`config.mk`:
```
export PLATFORM = sky130hd
export DESIGN_NAME = seg_scan_ctrl
export DESIGN_NICKNAME = d
export VERILOG_FILES = /design/src/rtl/seg_scan_ctrl.sv
export SDC_FILE = /design/constraint.sdc
export NUM_CORES = 1
export LEC_CHECK = 0
export ABC_AREA = 1
export ABC_CLOCK_PERIOD_IN_PS = 2300
export BUFFER_PORTS_ARGS = -buffer_cell sky130_fd_sc_hd__buf_2
export CORE_MARGIN = 2
export CORE_UTILIZATION = 50
export DETAILED_ROUTE_END_ITERATION = 10
export PLACE_DENSITY = 0.76
export SLEW_MARGIN = 20
export SYNTH_ARGS = -nofsm -noshare
export SYNTH_HDL_FRONTEND = slang
export SYNTH_SLANG_ARGS = --single-unit
```
`constraint.sdc`:
```
create_clock -name clk -period 2.3 [get_ports clk]
set_input_delay 0.23 -clock clk [delete_from_list [all_inputs] [get_ports clk]]
set_output_delay 0.23 -clock clk [all_outputs]
set_load 0.03 [all_outputs]
```
`src/rtl/seg_scan_ctrl.sv`:
```
`timescale 1ns / 1ps
// seg_scan_ctrl
// Multi-digit seven-segment scanner. An internal prescaler chooses how long
// each digit is selected. At the start of each digit slot there is a short
// window with every anode off, which stops the previous digit ghosting.
// Display data comes from shadow registers that are updated only on a load
// strobe. All outputs are registered.
//
// Ports:
//   clk        system clock
//   reset      asynchronous, active-low reset
//   data       hex nibbles; nibble i drives digit i (digit 0 is rightmost)
//   dp_in      decimal point request per digit
//   load       captures data/dp_in into the shadow registers
//   mode       0 hex, 1 hex with leading-zero blanking, 2 blank, 3 lamp test
//   seg        segments {g,f,e,d,c,b,a}
//   an         digit anodes
//   dp         decimal point
//   frame_tick one-cycle pulse after the digit index wraps back to 0
module seg_scan_ctrl #(
  parameter int DIGITS     = 4,
  parameter int SCAN_DIV   = 131072,
  parameter int BLANK_CYC  = 1024,
  parameter int ACTIVE_LOW = 1
) (
  input  logic                  clk,
  input  logic                  reset,
  input  logic [4*DIGITS-1:0]   data,
  input  logic [DIGITS-1:0]     dp_in,
  input  logic                  load,
  input  logic [1:0]            mode,
  output logic [6:0]            seg,
  output logic [DIGITS-1:0]     an,
  output logic                  dp,
  output logic                  frame_tick
);

  localparam int CW = (SCAN_DIV > 1) ? $clog2(SCAN_DIV) : 1;
  localparam int IW = (DIGITS > 1) ? $clog2(DIGITS) : 1;

  localparam logic [CW-1:0]     CNT_LAST  = CW'(SCAN_DIV - 1);
  localparam logic [CW-1:0]     CNT_BLANK = CW'(BLANK_CYC);
  localparam logic [CW-1:0]     CNT_ONE   = CW'(1);
  localparam logic [IW-1:0]     IDX_LAST  = IW'(DIGITS - 1);
  localparam logic [IW-1:0]     IDX_ONE   = IW'(1);
  localparam logic [DIGITS-1:0] AN_ONE    = DIGITS'(1);

  // Internal logic is low-true; INV flips everything for high-true boards.
  localparam logic              INV     = (ACTIVE_LOW == 0) ? 1'b1 : 1'b0;
  localparam logic [6:0]        SEG_INV = {7{INV}};
  localparam logic [DIGITS-1:0] AN_INV  = {DIGITS{INV}};

  typedef enum logic [1:0] {
    MODE_HEX   = 2'd0,
    MODE_LZB   = 2'd1,
    MODE_BLANK = 2'd2,
    MODE_LAMP  = 2'd3
  } mode_t;

  // Low-true hex to segment pattern, bit order {g,f,e,d,c,b,a}.
  function automatic logic [6:0] decode_hex(input logic [3:0] nib);
    logic [6:0] pat;
    case (nib)
      4'h0:    pat = 7'h40;
      4'h1:    pat = 7'h79;
      4'h2:    pat = 7'h24;
      4'h3:    pat = 7'h30;
      4'h4:    pat = 7'h19;
      4'h5:    pat = 7'h12;
      4'h6:    pat = 7'h02;
      4'h7:    pat = 7'h78;
      4'h8:    pat = 7'h00;
      4'h9:    pat = 7'h10;
      4'hA:    pat = 7'h08;
      4'hB:    pat = 7'h03;
      4'hC:    pat = 7'h46;
      4'hD:    pat = 7'h21;
      4'hE:    pat = 7'h06;
      4'hF:    pat = 7'h0E;
      default: pat = 7'h7F;
    endcase
    return pat;
  endfunction

  logic [CW-1:0]       cnt_r;
  logic [IW-1:0]       idx_r;
  logic [4*DIGITS-1:0] shadow_data_r;
  logic [DIGITS-1:0]   shadow_dp_r;
  logic [6:0]          seg_r;
  logic [DIGITS-1:0]   an_r;
  logic                dp_r;
  logic                frame_tick_r;

  logic                cnt_end_s;
  logic                idx_end_s;
  logic [3:0]          nib_s;
  logic                dp_sel_s;
  logic                lz_s;
  logic [6:0]          seg_low_s;
  logic [DIGITS-1:0]   an_low_s;
  logic                dp_low_s;

  assign cnt_end_s = (cnt_r == CNT_LAST);
  assign idx_end_s = (idx_r == IDX_LAST);
  assign nib_s     = shadow_data_r[{idx_r, 2'b00} +: 4];
  assign dp_sel_s  = shadow_dp_r[idx_r];

  // Prescaler and digit index; the index steps on the last count of a slot.
  always_ff @(posedge clk or negedge reset) begin
    if (!reset) begin
      cnt_r <= '0;
      idx_r <= '0;
    end else if (cnt_end_s) begin
      cnt_r <= '0;
      if (idx_end_s) begin
        idx_r <= '0;
      end else begin
        idx_r <= idx_r + IDX_ONE;
      end
    end else begin
      cnt_r <= cnt_r + CNT_ONE;
    end
  end

  // Shadow registers decouple the display from the data source.
  always_ff @(posedge clk or negedge reset) begin
    if (!reset) begin
      shadow_data_r <= '0;
      shadow_dp_r   <= '0;
    end else if (load) begin
      shadow_data_r <= data;
      shadow_dp_r   <= dp_in;
    end else begin
      shadow_data_r <= shadow_data_r;
      shadow_dp_r   <= shadow_dp_r;
    end
  end

  // Leading-zero detect: set when the selected nibble and every higher one are 0.
  always_comb begin
    lz_s = 1'b1;
    for (int j = 0; j < DIGITS; j++) begin
      lz_s = lz_s & ~((j >= int'(idx_r)) && (shadow_data_r[j*4 +: 4] != 4'h0));
    end
  end

  // Next low-true output pattern for the currently selected digit.
  always_comb begin
    seg_low_s = 7'h7F;
    dp_low_s  = 1'b1;
    an_low_s  = {DIGITS{1'b1}};
    if (cnt_r >= CNT_BLANK) begin
      an_low_s = ~(AN_ONE << idx_r);
    end else begin
      an_low_s = {DIGITS{1'b1}};
    end
    case (mode_t'(mode))
      MODE_HEX: begin
        seg_low_s = decode_hex(nib_s);
        dp_low_s  = ~dp_sel_s;
      end
      MODE_LZB: begin
        // Digit 0 always shows, so a zero value still reads "0".
        if (lz_s && (idx_r != '0)) begin
          seg_low_s = 7'h7F;
        end else begin
          seg_low_s = decode_hex(nib_s);
        end
        dp_low_s = ~dp_sel_s;
      end
      MODE_BLANK: begin
        seg_low_s = 7'h7F;
        dp_low_s  = 1'b1;
      end
      MODE_LAMP: begin
        seg_low_s = 7'h00;
        dp_low_s  = 1'b0;
      end
      default: begin
        seg_low_s = 7'h7F;
        dp_low_s  = 1'b1;
      end
    endcase
  end

  // Output registers; frame_tick marks the edge where the index wrapped.
  always_ff @(posedge clk or negedge reset) begin
    if (!reset) begin
      seg_r        <= 7'h7F ^ SEG_INV;
      an_r         <= {DIGITS{1'b1}} ^ AN_INV;
      dp_r         <= 1'b1 ^ INV;
      frame_tick_r <= 1'b0;
    end else begin
      seg_r        <= seg_low_s ^ SEG_INV;
      an_r         <= an_low_s ^ AN_INV;
      dp_r         <= dp_low_s ^ INV;
      frame_tick_r <= cnt_end_s & idx_end_s;
    end
  end

  assign seg        = seg_r;
  assign an         = an_r;
  assign dp         = dp_r;
  assign frame_tick = frame_tick_r;

endmodule

```
# [Yosys cells after proc, flatten, opt, wreduce, memory -nomap -nowiden]
# Memory sizes are Yosys's and may differ from the RTL's.
# Cells that the tools add are included.
# Widths: inputs -> output; s select.
[op_classes] n_reduce_logical=11 n_bitwise=10 addsub=2 magnitude_cmp=5 eq_ne=5 shift=2 muxes=8
[ops] op="$pmux 7 s4" n=1
[ops] op="$add 17x1->17 const B" n=1
[ops] op="$eq 17x17->1 const B" n=1
[ops] op="$ge 17x11->1 const B" n=1
[ops] op="$mux 17" n=1
[ops] op="$reduce_bool 4->1" n=4
[ops] op="$shiftx 16x5->4" n=1
[ops] op="$mux 7" n=1
[ops] op="$eq 2x2->1 const B" n=3
[ops] op="$not 1->1" n=5
[ops] op="$and 1x1->1" n=4
[ops] op="$ge 1x2->1 const A" n=2
[ops] op="$logic_and 1x1->1" n=4
[ops] op="$mux 4" n=1
[ops] op="$not 4->4" n=1
[ops] op="$shl 1x2->4 const A" n=1
[ops] op="$lt 2x3->1 const B" n=1
[ops] op="$pmux 1 s3" n=1
[ops] op="$add 2x1->2 const B" n=1
[ops] op="$bmux 1 s2" n=1
[ops] op="$eq 2x1->1 const B" n=1
[ops] op="$ge 2x2->1 const A" n=1
[ops] op="$logic_not 2->1" n=1
[ops] op="$mux 2" n=1
[ops] op="3 further kinds" n=3
[totals] out_inout_bits=13 romBits=224 memories=2 ff_bits=52 word_cells=53
[memory_table] memory="(no name shown)" depth=16 word_bits=7 read_ports=1 rd_clocked_by_memory_dff=0 wr=0 line_no="63" rtl="case (nib)"
[memory_table] memory="(no name shown)" depth=16 word_bits=7 read_ports=1 rd_clocked_by_memory_dff=0 wr=0 line_no="63"

# [Longest topological paths before layout]
[depth] word_depth=9 depth_mapped=13 ltp_nobuf=13

# [Least setup slack after synthesis]
# OpenSTA, ideal clock, no wires.
[synth_path] path_kind="reg2reg" from="register cnt_r[0]" to="register idx_r[0]" path_slack_ns=0.225 setup_time_ns=0.078 arrival_ns=1.997 path_buffers=1 t_required_ns=2.222 path_stages_with_launch=14 path_cell_list="dfrtp_1 ha_1 nand2_1 nor2_2 nand2_1 nor2_2 nand2_1 nor2_2 nand3_1 nor2_1 ha_1 clkbuf_1 o21ai_0 a21oi_1"
[synth_between] elab_chain_cells=1
[synth_rtl] item="start: declaration" line_no="85" rtl="logic [CW-1:0] cnt_r;"
[synth_rtl] item="start signal: assignment" line_no="121" rtl="cnt_r <= cnt_r + CNT_ONE;"
[synth_rtl] item="$eq 17x17->1" line_no="103" rtl="assign cnt_end_s = (cnt_r == CNT_LAST);"
[synth_rtl] item="end signal: assignment" line_no="118" rtl="idx_r <= idx_r + IDX_ONE;"
[synth_rtl] item="end: declaration" line_no="86" rtl="logic [IW-1:0] idx_r;"
# No other way between the ends.
# A chain may end at the register's enable or synchronous reset.

# [Worst setup path in the final report]
[layout_path] from="register cnt_r[0]" to="register cnt_r[7]"
[layout_between] elab_chain_cells=2 elab_cells_between_ends=3
[layout_rtl] item="$add 17x1->17 or $eq 17x17->1 (tied branches)" line_no="121, 103"
[layout_rtl] item="$mux 17 (*)" line_no="113" rtl="end else if (cnt_end_s) begin"
# Mark *: on every way between the ends. The rest lies on a longest branch, timed or not.

==> results.cfg <==
[status]
status = finished clean

[die]
fp.dieArea_um2 = 5970
fp.dieW_um = 77.2
die_h_um = 77.2
initial_core_util = 0.522
core_area_um2 = 5140
ioPinCount = 38
rows = 26

[cts]
clockRootBuffer = clkbuf_8
clk_latency_ns = 0.31
cts.clk_slew.worst_paths_ns = 0.10
cts.htree.levels = 2
cts_tree = yes
clock-sinks = 52
cts_buffer_depth = 2
cts_setup_buffers = 0
cts_made_buffers = 5

[power]
seqPwrFrac = 0.558
p_per_area_nw_per_um2 = 579
finalPower_mw = 1.79
p_int_mw = 1.28
power.leakage_nw = 1.59
pwr-share-comb = 0.150
p_switching_uw = 504
ir_drop_mv = 0.413
switching_share = 0.282
p_clk_frac = 0.293

[logic_synthesis]
synth.net_count = 362
synth_cells = 322
synth_seq_area_share = 0.491
ys_warn_count = 0
synth_top_area_share = 0.373
ys_types = 28
yosysTopAreaCell = dfrtp_1
ys_top_cells_by_area = dfrtp_1 (37%), nand2_1 (13%), dfstp_2 (12%)
avgSynthCellArea_um2 = 8.33
ys_ff_latch = 52
syn-cell-area_um2 = 2680

[timing]
finClkSkew_ns = 0.0119
period_share = 0.870
setup_tns_ns = 0
rsz0062_at_grt = no
period_needed_ns = 2.00
max_freq_mhz = 500
finalMaxSlewViolations = 0
final_hold_viol_count = 0
setup_viol = 0
max-slew-margin-rel = 0.632
worstMarginPinSlew_ns = 0.552

[drt]
routed_wl_mm = 5.32
via_count = 2165
post_drt_wl_per_cell_um = 12.2
drt_iter0_drc = 117
drt_first_pass_iters = 4
drt-vias-per-instance = 4.97
ant_nets = 0
drc = 0

[global_routing]
grt_max_degree = 31
grt_pass1_wl_mm = 9.24
antenna_found_initial = 0
grt_remaining_overflow = 0
grt_pass1_vias = 2045
grt_usage = 0.193

[worst_setup_path]
critical_path_cell_count = 13
worst_setup_path_end_kind = flop
crit_chain = ha_1, nand2_1, nor2_2, nand2_1, nor2_2, nand2_1, nor2_4, nand3_1, nor2_2, ha_4, inv_2, o21ai_0, a21oi_1
path_class = flop to flop
cp-start-kind = flop
crit_family = simple AND/OR/NAND/NOR gates
regToRegSetupSlack_ns = 0.30
cp-endpoint = cnt_r[7]
crit_slowest_cell = dfrtp_1
crit_path_max_incr_delay_ns = 0.40
crit_buf_inv = 1
cp_data_required_time_ns = 2.49
critPathLaunch = cnt_r[0]
crit_arrival_ns = 2.19
timing.rr.start = cnt_r[0]
rr_worst_depth = 13
worst_r2r_endpoint = cnt_r[7]
crit_fanout = 10

[cells_and_area]
drive_gt1_frac = 0.235
final_nets = 405
final_util = 0.601
syn_to_final_growth_pct = 15.2
fillers = 488
final_cells = 436
diodes = 0

[flow_run]
max-cap-violations = 0

[placement]
gp_congestion = 0.846
port-buffer-count = 37
dp_hpwl_mm = 4.02
dpl.cell_count = 427

[worst_hold_path]
worst_hold_path_type = primary input to flop
-- final cells by class --
type / instances / area [um2] / area share
clock inverters: 3 / 18.8 / 0.00608
inverters: 40 / 150 / 0.0486
clock buffers: 5 / 68.8 / 0.0223
well taps: 70 / 87.6 / 0.0284
flip-flops and latches: 52 / 1320 / 0.426
repair buffers: 43 / 245 / 0.0794
multi-input cells: 223 / 1200 / 0.389
-- per-layer routing --
layer | wire length [um] | vias to the layer above | global-route usage | part of all wire
li1 | - | 1105 | - | -
met1 | 2470 | 1002 | 0.261 | 0.46
met2 | 2550 | 50 | 0.311 | 0.48
met3 | 213 | 8 | 0.0400 | 0.040
met4 | 88 | 0 | 0.0643 | 0.017
met5 | 0 | - | 0 | 0
-- cells in the final DEF, fill, tap and decap left out, types with 2 or more instances in the layout --
cell      instances
clkinv_2          2
inv_1            34
nand3_1          30
dfstp_2          12
nor2_1           25
a21oi_1           9
buf_4             4
nand2_1          91
nand3b_1          2
nor3_1            5
inv_2             5
nand4_1           3
dfrtp_1          39
ha_1             14
nand3_2           2
buf_2            37
mux2_2           10
nor2_2            3
o21ai_0          20
clkbuf_8          5
-- cell usage after synthesis, drive strengths merged --
master	number
nor4	1
o31ai	1
nor2	29
clkinv	1
dfrtp	40
dfstp	12
nand3b	2
ha	15
nand2	91
a21oi	9
o21ai	20
inv	39
mux2	10
nor3b	1
a31oi	1
clkbuf	4
buf	3
or2	2
xnor2	1
nand3	32
nand4	3
nor3	5
-- logic make-up after synthesis --
logic type,Yosys count,synth area share
buf+inv,47,0.0690
flops,52,0.491
fa+ha+maj,15,0.0700
xor+xnor,1,0.00327
compound gates,31,0.0592
mux,10,0.0420
simple gates,166,0.266
-- worst register-to-register path, cell delays in order, from the launching register on --
cell and delay [ns]:
dfrtp_1 0.40, ha_1 0.18, nand2_1 0.08, nor2_2 0.12, nand2_1 0.07, nor2_2 0.09
nand2_1 0.09, nor2_4 0.14, nand3_1 0.13, nor2_2 0.15, ha_4 0.19, inv_2 0.10
o21ai_0 0.09, a21oi_1 0.06
-- sequential cells by signal (all words and copies together) (netlist names) --
signal	flops
an	4
cnt_r	17
dp	1
frame_tick	1
idx_r	2
seg	7
shadow_data_r	16
shadow_dp_r	4
-- power by group through the flow --
stage	Clock [mW]	Combinational [mW]	Sequential (mW)
5_1_grt	0.563	0.306	1.00
2_1_floorplan	0	0.147	1.05
3_5_place_dp	0	0.267	1.02
4_1_cts	0.537	0.268	0.998
6_report	0.524	0.267	0.998
3_3_place_gp	0	0.260	1.01
-- what timing repair did --
item | in CTS | in global routing
hold buffers | 1 | 0
hold endpoints to repair | 19 | 0
gates resized for setup | 0 | 5
endpoints found under the setup margin | 0 | 20
-- through the flow --
stage	setup WS, ns	cell area [um2]	hold slack [ns]
3_5_place_dp	0.107	2970	0.254
2_1_floorplan	0.225	2680	-0.0656
3_3_place_gp	0.257	2970	0.240
6_report	0.298	3090	0.0998
4_1_cts	0.0821	3070	0.0932
5_1_grt	0.0341	3090	0.115
-- worst min-delay path by stage --
stage | startpoint | to | slack (ns) | cells past startpoint
floorplan | reset | cnt_r[0] | -0.07 | 0
global placement | reset | shadow_data_r[3] | 0.24 | 1
detailed placement | reset | shadow_dp_r[2] | 0.25 | 1
CTS | mode[1] | dp | 0.09 | 2
global route | mode[1] | dp | 0.11 | 2
finish | mode[1] | dp | 0.1 | 2
Note: power is estimated with default switching activity, not from simulation.
